===== config.mk =====
export PLATFORM = sky130hd
export DESIGN_NAME = fft_frame_serializer
export DESIGN_NICKNAME = d
export VERILOG_FILES = /design/src/rtl/fft_frame_serializer.sv
export SDC_FILE = /design/constraint.sdc
export NUM_CORES = 1
export LEC_CHECK = 0
export CAP_MARGIN = 20
export CORE_ASPECT_RATIO = 0.7
export CORE_MARGIN = 5
export CORE_UTILIZATION = 45
export DETAILED_ROUTE_END_ITERATION = 16
export PLACE_DENSITY = 0.76
export SYNTH_ARGS = -nofsm -noshare
export SYNTH_HDL_FRONTEND = slang
export SYNTH_SLANG_ARGS = --single-unit

===== constraint.sdc =====
create_clock -name clk -period 15.1 [get_ports clk]
set_clock_uncertainty 0.2 [all_clocks]
set_input_delay 3.02 -clock clk [delete_from_list [all_inputs] [get_ports clk]]
set_output_delay 3.02 -clock clk [all_outputs]
set_load 0.02 [all_outputs]

===== src/rtl/fft_frame_serializer.sv =====
// fft_frame_serializer
//   Reader end of the FFT output interface. Takes one complete N-point frame
//   from the FFT's parallel real/imag arrays and streams it out one complex
//   bin per beat over a valid/ready handshake. With BIT_REVERSE=1 the
//   bit-reversed bin order of the FFT is undone, so bins leave in natural
//   order 0..N-1.
//
// Ports
//   clk          rising-edge clock
//   rst          synchronous, active-high reset
//   frame_valid  parallel frame on frame_real/frame_imag is valid
//   frame_ready  serializer can accept a frame this cycle
//   frame_real   signed real bins, one per array element
//   frame_imag   signed imag bins, one per array element
//   out_valid    out_real/out_imag/out_index/out_last carry a beat
//   out_ready    downstream accepts the current beat
//   out_real     signed real part of the current bin
//   out_imag     signed imag part of the current bin
//   out_index    natural-order bin index of the current beat
//   out_last     current beat is bin N-1 (end of frame)
//   drop_count   saturating count of cycles a frame was offered but refused

module fft_frame_serializer #(
  parameter int DATA_WIDTH  = 16,
  parameter int N           = 16,
  parameter bit BIT_REVERSE = 1'b1
) (
  input  logic                         clk,
  input  logic                         rst,
  input  logic                         frame_valid,
  output logic                         frame_ready,
  input  logic signed [DATA_WIDTH-1:0] frame_real [N-1:0],
  input  logic signed [DATA_WIDTH-1:0] frame_imag [N-1:0],
  output logic                         out_valid,
  input  logic                         out_ready,
  output logic signed [DATA_WIDTH-1:0] out_real,
  output logic signed [DATA_WIDTH-1:0] out_imag,
  output logic [$clog2(N)-1:0]         out_index,
  output logic                         out_last,
  output logic [7:0]                   drop_count
);

  localparam int IW = $clog2(N);

  typedef enum logic {
    IDLE,
    STREAM
  } state_t;

  state_t                        state;
  state_t                        state_next;
  logic [IW-1:0]                 k;
  logic [IW-1:0]                 k_next;
  logic signed [DATA_WIDTH-1:0]  buf_real [N-1:0];
  logic signed [DATA_WIDTH-1:0]  buf_imag [N-1:0];
  logic [IW-1:0]                 rev_tbl  [N-1:0];
  logic [IW-1:0]                 rd_sel;
  logic                          last_beat;
  logic                          accept;
  logic                          xfer;
  logic                          drop_hit;

  function automatic logic [IW-1:0] bitrev(input logic [IW-1:0] v);
    logic [IW-1:0] r;
    r = '0;
    for (int b = 0; b < IW; b++) begin
      r[b] = v[IW-1-b];
    end
    return r;
  endfunction

  // Bit-reversal is a fixed permutation, so it becomes a constant lookup
  // table; the only runtime logic is the read mux indexed by k.
  for (genvar i = 0; i < N; i++) begin : g_rev
    localparam logic [IW-1:0] REV = bitrev(IW'(i));
    assign rev_tbl[i] = REV;
  end

  assign rd_sel    = BIT_REVERSE ? rev_tbl[k] : k;
  assign last_beat = (k == IW'(N - 1));

  assign out_real  = buf_real[rd_sel];
  assign out_imag  = buf_imag[rd_sel];
  assign out_index = k;
  assign out_last  = (state == STREAM) && last_beat;

  // frame_ready opens on the final beat's transfer so a waiting frame can
  // be captured on the same edge, giving zero-bubble back-to-back frames.
  always_comb begin
    state_next  = state;
    k_next      = k;
    frame_ready = 1'b0;
    out_valid   = 1'b0;
    case (state)
      IDLE: begin
        frame_ready = !rst;
      end
      STREAM: begin
        out_valid   = 1'b1;
        frame_ready = !rst && last_beat && out_ready;
      end
      default: begin
        frame_ready = 1'b0;
      end
    endcase

    accept   = frame_valid && frame_ready;
    xfer     = out_valid && out_ready;
    drop_hit = frame_valid && !frame_ready && !rst;

    // k wraps naturally from N-1 to 0, so IDLE always sits at index 0.
    if (xfer) begin
      k_next = k + IW'(1);
    end
    if (accept) begin
      k_next = '0;
    end

    case (state)
      IDLE: begin
        if (accept) state_next = STREAM;
      end
      STREAM: begin
        if (xfer && last_beat) state_next = accept ? STREAM : IDLE;
      end
      default: begin
        state_next = IDLE;
      end
    endcase
  end

  always_ff @(posedge clk) begin
    if (rst) begin
      state      <= IDLE;
      k          <= '0;
      drop_count <= '0;
      for (int i = 0; i < N; i++) begin
        buf_real[i] <= '0;
        buf_imag[i] <= '0;
      end
    end else begin
      state <= state_next;
      k     <= k_next;
      if (accept) begin
        for (int i = 0; i < N; i++) begin
          buf_real[i] <= frame_real[i];
          buf_imag[i] <= frame_imag[i];
        end
      end
      if (drop_hit && (drop_count != 8'hFF)) begin
        drop_count <= drop_count + 8'd1;
      end
    end
  end

endmodule


==> impl_results.md, run 1 <==
- Post-synthesis sequential area ratio: about two thirds
- Syn Std Cell Area: 23400 µm²
- Prevailing post-synth register cell: edfxtp_1
- DRT Wirelength: 68500 µm
- Placed cell area: slightly below 30000 µm²
- Post-CTS Setup Bufs: 0
- HP Start: drop_count[5]
- R2R depth: 6
- DR vias/cell: 5.67
- Synth async-reset ratio: 0%
- Nets: between 2000 and 2500
- Total clock buffers created by CTS: 50
- Vias: between 15000 and 20000
- Number of global-route vias before repair: 15815
- CP Data Required Time: 11.88 ns
- Crit path kind: input pin to primary output
- Area contributors post-synth: edfxtp_1 (66%), mux4_2 (12%), and3_1 (8.6%)
- FF-to-FF End: buf_real[2][0]
- Outcome: finished clean
- Pin count of the biggest net entering global routing: between 150 and 200
- Peak supply drop: slightly above 0.09 mV
- Yosys reg bits: 529
- Setup TNS: 0 ns
- Max-cap violations: 0
- Post-Synthesis Cells: between 1000 and 1500
- Initial Util: 45.8%
- Syn Area/Cell: approximately 16 µm²
- TritonCTS clock tree: yes
- Die ar.: 56700 µm²
- I/O Pins: 563
- Hold buffer count at CTS: 0
- Most frequent cell after synthesis: edfxtp_1
- H-tree Lvls: 2
- I/O Buffers: 562
- Hold Fails Final Rpt: 0
- Fin crit share: 52.5%
- Routed Antenna Nets: 0
- Hold path depth: 1
- Leak Pwr: ~12 nW
- Gpl congestion: 0.863
- # resized after CTS: 0
- Max Freq: about 130 MHz
- Rel. slew slack: ~22%
- Critical path depth: 4
- Site row count: 69
- Maximum fanout along the worst path: 8
- EDFF count, synth: 512
- Layout cells sized above 1: a little under an eighth
- Die Span X: 283 µm
- CP delay by family, top: buffers and inverters
- Clock-pin slew on the worst setup and hold paths: 0.06 ns
- Post-DR wirelength/cell: 25.4 µm
- Slowest CP cell: clkdlybuf4s50_1
- Crit-path cells: clkdlybuf4s50_1, nand4_4, a21oi_1, clkdlybuf4s50_1
- Drt initial violations: 1607
- Tmin final: 7.92 ns
- Post-DP HPWL: 47000 µm
- Crit path DAT: 4.70 ns
- RSZ-0062 raised after global routing: no
- Fin Hold WS: 0.315 ns
- R2r setup slk: 10.08 ns
- Final Setup Violations: 0
- Top cell type's share of synthesized area: about two thirds
- Max stage delay on crit path: 0.63 ns
- Total GRT Usage: between 20% and 30%
- Initial antenna violation count: 35
- First-pass GRT wire length: 98600 µm
- Residual DRC: 0
- Area Overhead vs Synth: 33.2%
- Design area: 31200 µm²
- Most Frequent Cell on Critical Path: clkdlybuf4s50_1
- Buf/Inv on CP: 2
- CP Capture Type: primary output
- Power per standard cell area: approximately 110 nW/µm²
- Post-synth top cells: edfxtp_1 (512), and3_1 (321), nor2b_1 (194)
- Hold Path Class: register to register
- Clk buf depth: 3
- Router iterations before antenna repair: 5
- Worst slew pin tran: 1.16 ns
- Clock Sinks: 529
- Core ar.: 51100 µm²
- Synth area leader: edfxtp_1
- Worst reg2reg startpoint: out_index[0]
- Latest clock arrival within the worst-skew pair: 0.58 ns
- Startpoint Class: input pin
- Filler cells: ~3800
- CTS root buffer: clkbuf_16
- Die span in y: 201 µm
- Syn nets: 1985
- Synth warn: 0
- Hold Path End: drop_count[5]
- Grt ovf: 0
- Count of pins over their slew limit: 0
- Yosys cell types: 39
-- flip-flops by register name, summed over array words and instances (netlist names) --
signal	flops
rd_sel	4
buf_imag	256
state	1
drop_count	8
buf_real	256
out_index	4
-- per-layer routing --
metal  GRT usage [%]  up-vias  wire length, µm
met5               0        -              206
met4            7.86       32             1870
met3            8.63      142             8010
met2            34.4      760            31000
met1            32.2     7592            27400
li1                -     6736                -
-- logic make-up after synthesis --
family                   Yosys count  share of synthesized area (%)
AO/OA/AOI/OAI                     79                           2.45
XOR/XNOR                           4                          0.150
adder cells (fa/ha/maj)            2                          0.107
buffers and inverters            138                           2.38
flip-flops                       529                           67.2
multiplexers                     130                           12.4
AND/OR/NAND/NOR                  585                           15.3
-- metrics by stage --
step	worst slack (ns)	total power [mW]	utilization, %	std cells
floorplan	0.121	1.97	-	1467
global placement	7.18	2.14	57.7	2582
detailed placement	7.19	2.15	57.7	2582
CTS	7.17	3.38	60.9	2673
global route	7.11	3.48	61.0	2690
finish	7.18	3.36	61.0	2692
-- final cells by class --
cell class,instances,area [µm²],share of cell area [%]
Antenna cell,18,45.0,0.144
Clock buffer,66,1400,4.48
Clock inverter,25,196,0.630
Inverter,1,3.75,0.0120
Multi-Input combinational cell,800,7170,23.0
Sequential cell,529,15700,50.4
Tap cell,674,843,2.71
Timing Repair Buffer,579,5800,18.6
-- placed cells by master, fill, tap and decap left out, types with 3 or more instances in the layout --
cell type / n
diode_2: 18
clkdlybuf4s50_1: 561
a22oi_1: 64
dfxtp_1: 15
nand2_1: 37
nand4_1: 3
mux4_2: 128
clkinv_1: 10
edfxtp_1: 512
clkinv_2: 9
buf_4: 14
clkbuf_16: 53
xor2_1: 3
a21oi_1: 7
bufinv_16: 3
nor2_1: 8
and3_1: 321
nor2b_4: 3
nand3_1: 5
clkbuf_1: 11
nor2b_1: 192
-- where the power goes --
group | internal [mW] | leakage [nW] | switching, mW
registers | 1.73 | 5.63 | 0.0293
clock network | 0.700 | 0.779 | 0.546
logic | 0.202 | 5.65 | 0.155
-- how the worst max path moves through the flow --
stage	start	to	slack, ns
2_1_floorplan	out_ready	out_index[2]	0.12
4_1_cts	out_ready	frame_ready	7.17
5_1_grt	out_ready	frame_ready	7.11
6_report	out_ready	frame_ready	7.18
3_3_place_gp	out_ready	frame_ready	7.18
3_5_place_dp	out_ready	frame_ready	7.19
No activity file was read; power rests on OpenSTA's default activity.
==> run 2: changes to the inputs <==
--- a/config.mk
+++ b/config.mk
@@ -8,9 +8,9 @@
 export CAP_MARGIN = 20
 export CORE_ASPECT_RATIO = 0.7
 export CORE_MARGIN = 5
-export CORE_UTILIZATION = 45
+export CORE_UTILIZATION = 48
 export DETAILED_ROUTE_END_ITERATION = 16
-export PLACE_DENSITY = 0.76
+export PLACE_DENSITY = 0.78
 export SYNTH_ARGS = -nofsm -noshare
 export SYNTH_HDL_FRONTEND = slang
 export SYNTH_SLANG_ARGS = --single-unit
==> constraint.sdc (replaced) <==
create_clock -name clk -period 7.67 [get_ports clk]
set_clock_uncertainty 0.2 [all_clocks]
set_input_delay 1.534 -clock clk [delete_from_list [all_inputs] [get_ports clk]]
set_output_delay 1.534 -clock clk [all_outputs]
set_load 0.02 [all_outputs]
==> impl_results.md, run 2 (same netlist as run 1, synthesis figures left out) <==
- Outcome: finished clean
- Max Freq: 180 MHz
- Final Setup Violations: 0 (unchanged)
- Clock Sinks: 529 (unchanged)
- Latest clock arrival within the worst-skew pair: 0.56 ns (-0.02 ns)
- Grt ovf: 0 (unchanged)
- Final worst slack: 2.12 ns (-5.05 ns)
- Clk buf depth: 3 (unchanged)
- CTS root buffer: clkbuf_16
- Post-DP HPWL: 47700 µm (+1.5%)
- Crit path DAT: 3.81 ns (-0.89 ns)
- I/O Buffers: 562 (unchanged)
- H-tree Lvls: 2 (unchanged)
- Startpoint Class: register
- Post-DR wirelength/cell: 25.8 µm (+1.6%)
- Rel. slew slack: 27.9% (+5.6 points)
- First-pass GRT wire length: 101000 µm (+2.5%)
- Power per standard cell area: 217 nW/µm² (+100%)
- R2R depth: 5 (-1)
- Crit-path cells: buf_12, mux4_2, a22oi_1, nand2_1, clkdlybuf4s50_1
- Router iterations before antenna repair: 5 (unchanged)
- HP Start: drop_count[1]
- RSZ-0062 raised after global routing: no
- CP Capture Type: primary output
- Total clock buffers created by CTS: 50 (unchanged)
- Most common cell after layout, fill and taps aside: clkdlybuf4s50_1
- Worst Setup SP: rd_sel[0]
- Initial antenna violation count: 15 (-57%)
- Total Power: 6.79 mW (+100%)
- Number of global-route vias before repair: 15795 (-0.13%)
- CP Data Required Time: 5.94 ns (-5.94 ns)
- Hold path depth: 2 (+1)
- Gpl congestion: 0.878 (+1.7%)
- Die ar.: 53300 µm² (-6.0%)
- Hold buffer count at CTS: 0 (unchanged)
- Peak supply drop: 0.128 mV (+38%)
- I/O Pins: 563 (unchanged)
- DR vias/cell: 5.73 (+1.1%)
- Pre-CTS WS: 2.37 ns (-4.81 ns)
- Die span in y: 195 µm (-3.0%)
- Core ar.: 48000 µm² (-6.0%)
- Placed cell area: 29600 µm² (+0.19%)
- Initial Util: 48.7% (+2.9 points)
- Setup TNS: 0 ns (unchanged)
- Vias: 15309 (+0.31%)
- Fin crit share: between 70 and 80%
- Routed Antenna Nets: 0 (unchanged)
- DRT Wirelength: 69100 µm (+0.85%)
- Leak Pwr: 12.1 nW (+0.61%)
- Drt initial violations: 1945 (+21%)
- Site row count: 67 (-2.9%)
- Max-cap violations: 0 (unchanged)
- Worst reg2reg startpoint: out_index[0]
- Nets: 2482 (+0.12%)
- Die Span X: 274 µm (-3.1%)
- Crit path kind: register to primary output
- Worst slew pin tran: 1.08 ns (-0.0833 ns)
- Switching Share: 21.4% (-0.31 points)
- Clock-pin slew on the worst setup and hold paths: 0.06 ns (about the same)
- Comb power frac: 10.5% (about the same)
- Placed cells: 2567 (-0.58%)
- Tmin final: 5.55 ns
- Filler cells: 3315 (-12%)
- Layout cells sized above 1: 11.9% (+0.43 points)
- Total GRT Usage: 25.2% (+1.9 points)
- Hold Path Class: register to register
- Reg power frac: 51.1% (-1.3 points)
- Max stage delay on crit path: 0.82 ns (+0.19 ns)
- Pin count of the biggest net entering global routing: 191 (-3.0%)
- Area Overhead vs Synth: 33.8%
- Clk pwr share: 38.4% (+1.4 points)
- Slowest CP cell: dfxtp_4
- Pint: 5.34 mW (+100%)
- # resized after CTS: 0 (unchanged)
- Sw power: 1.45 mW (+99%)
- Post-CTS Setup Bufs: 0 (unchanged)
- Design area: 31300 µm² (+0.45%)
- Hold Fails Final Rpt: 0 (unchanged)
- Residual DRC: 0 (unchanged)
- TritonCTS clock tree: yes
- Count of pins over their slew limit: 0 (unchanged)
- Maximum fanout along the worst path: 41 (+33)
- Post-Layout Cell Count: 2672 (-0.74%)
- Biggest regs: buf_imag (256), buf_real (256), drop_count (8)
- Most frequent cells in the layout: clkdlybuf4s50_1 (561), edfxtp_1 (512), and3_1 (321), nor2b_1 (192), mux4_2 (128)
run 2: final timing paths:
| path | to | slack (ns) |
|---|---|---|
| worst max-delay path | out_imag[1] | 2.12 |
| worst min-delay path | drop_count[1] | 0.35 |
| worst max register to register | buf_real[3][11] | 3.79 |
| worst min register to register | drop_count[1] | 0.35 |
run 2: area by class of cell:
class	instances	area (µm²)	share of cell area (%)
Sequential cell	529	15700	50.2
Multi-Input combinational cell	800	7170	22.9
Timing Repair Buffer	582	5850	18.7
Clock buffer	61	1360	4.33
Tap cell	655	820	2.62
Clock inverter	31	359	1.15
Antenna cell	13	32.5	0.104
Inverter	1	3.75	0.0120
run 2: worst max-delay path: cells and delay by family (launching register included):
family	cells	cell delay [ns]
mux	1	0.55
simple gates	1	0.21
compound gates	1	0.63
buf+inv	2	0.99
flops	1	0.82
run 2: through the flow:
stage               util, %  hold slack (ns)
global route           65.2            0.368
floorplan                 -            0.348
finish                 65.2            0.351
CTS                    65.1            0.345
global placement       61.6            0.304
detailed placement     61.6            0.324
run 2: power by group through the flow:
stage               Sequential [mW]  Combinational, mW  Clock [mW]
floorplan                      3.52              0.296           0
global placement               3.52              0.701           0
detailed placement             3.53              0.707           0
CTS                            3.47              0.713        2.64
global route                   3.49              0.756        2.78
finish                         3.47              0.714        2.60
run 2: routing by layer:
layer	routed length, µm	global-route usage (%)	share of wire (%)
met4	1500	5.51	2.2
met2	31500	38.4	46
met5	50	0	0.072
met1	29400	37.5	43
met3	6610	5.93	9.6
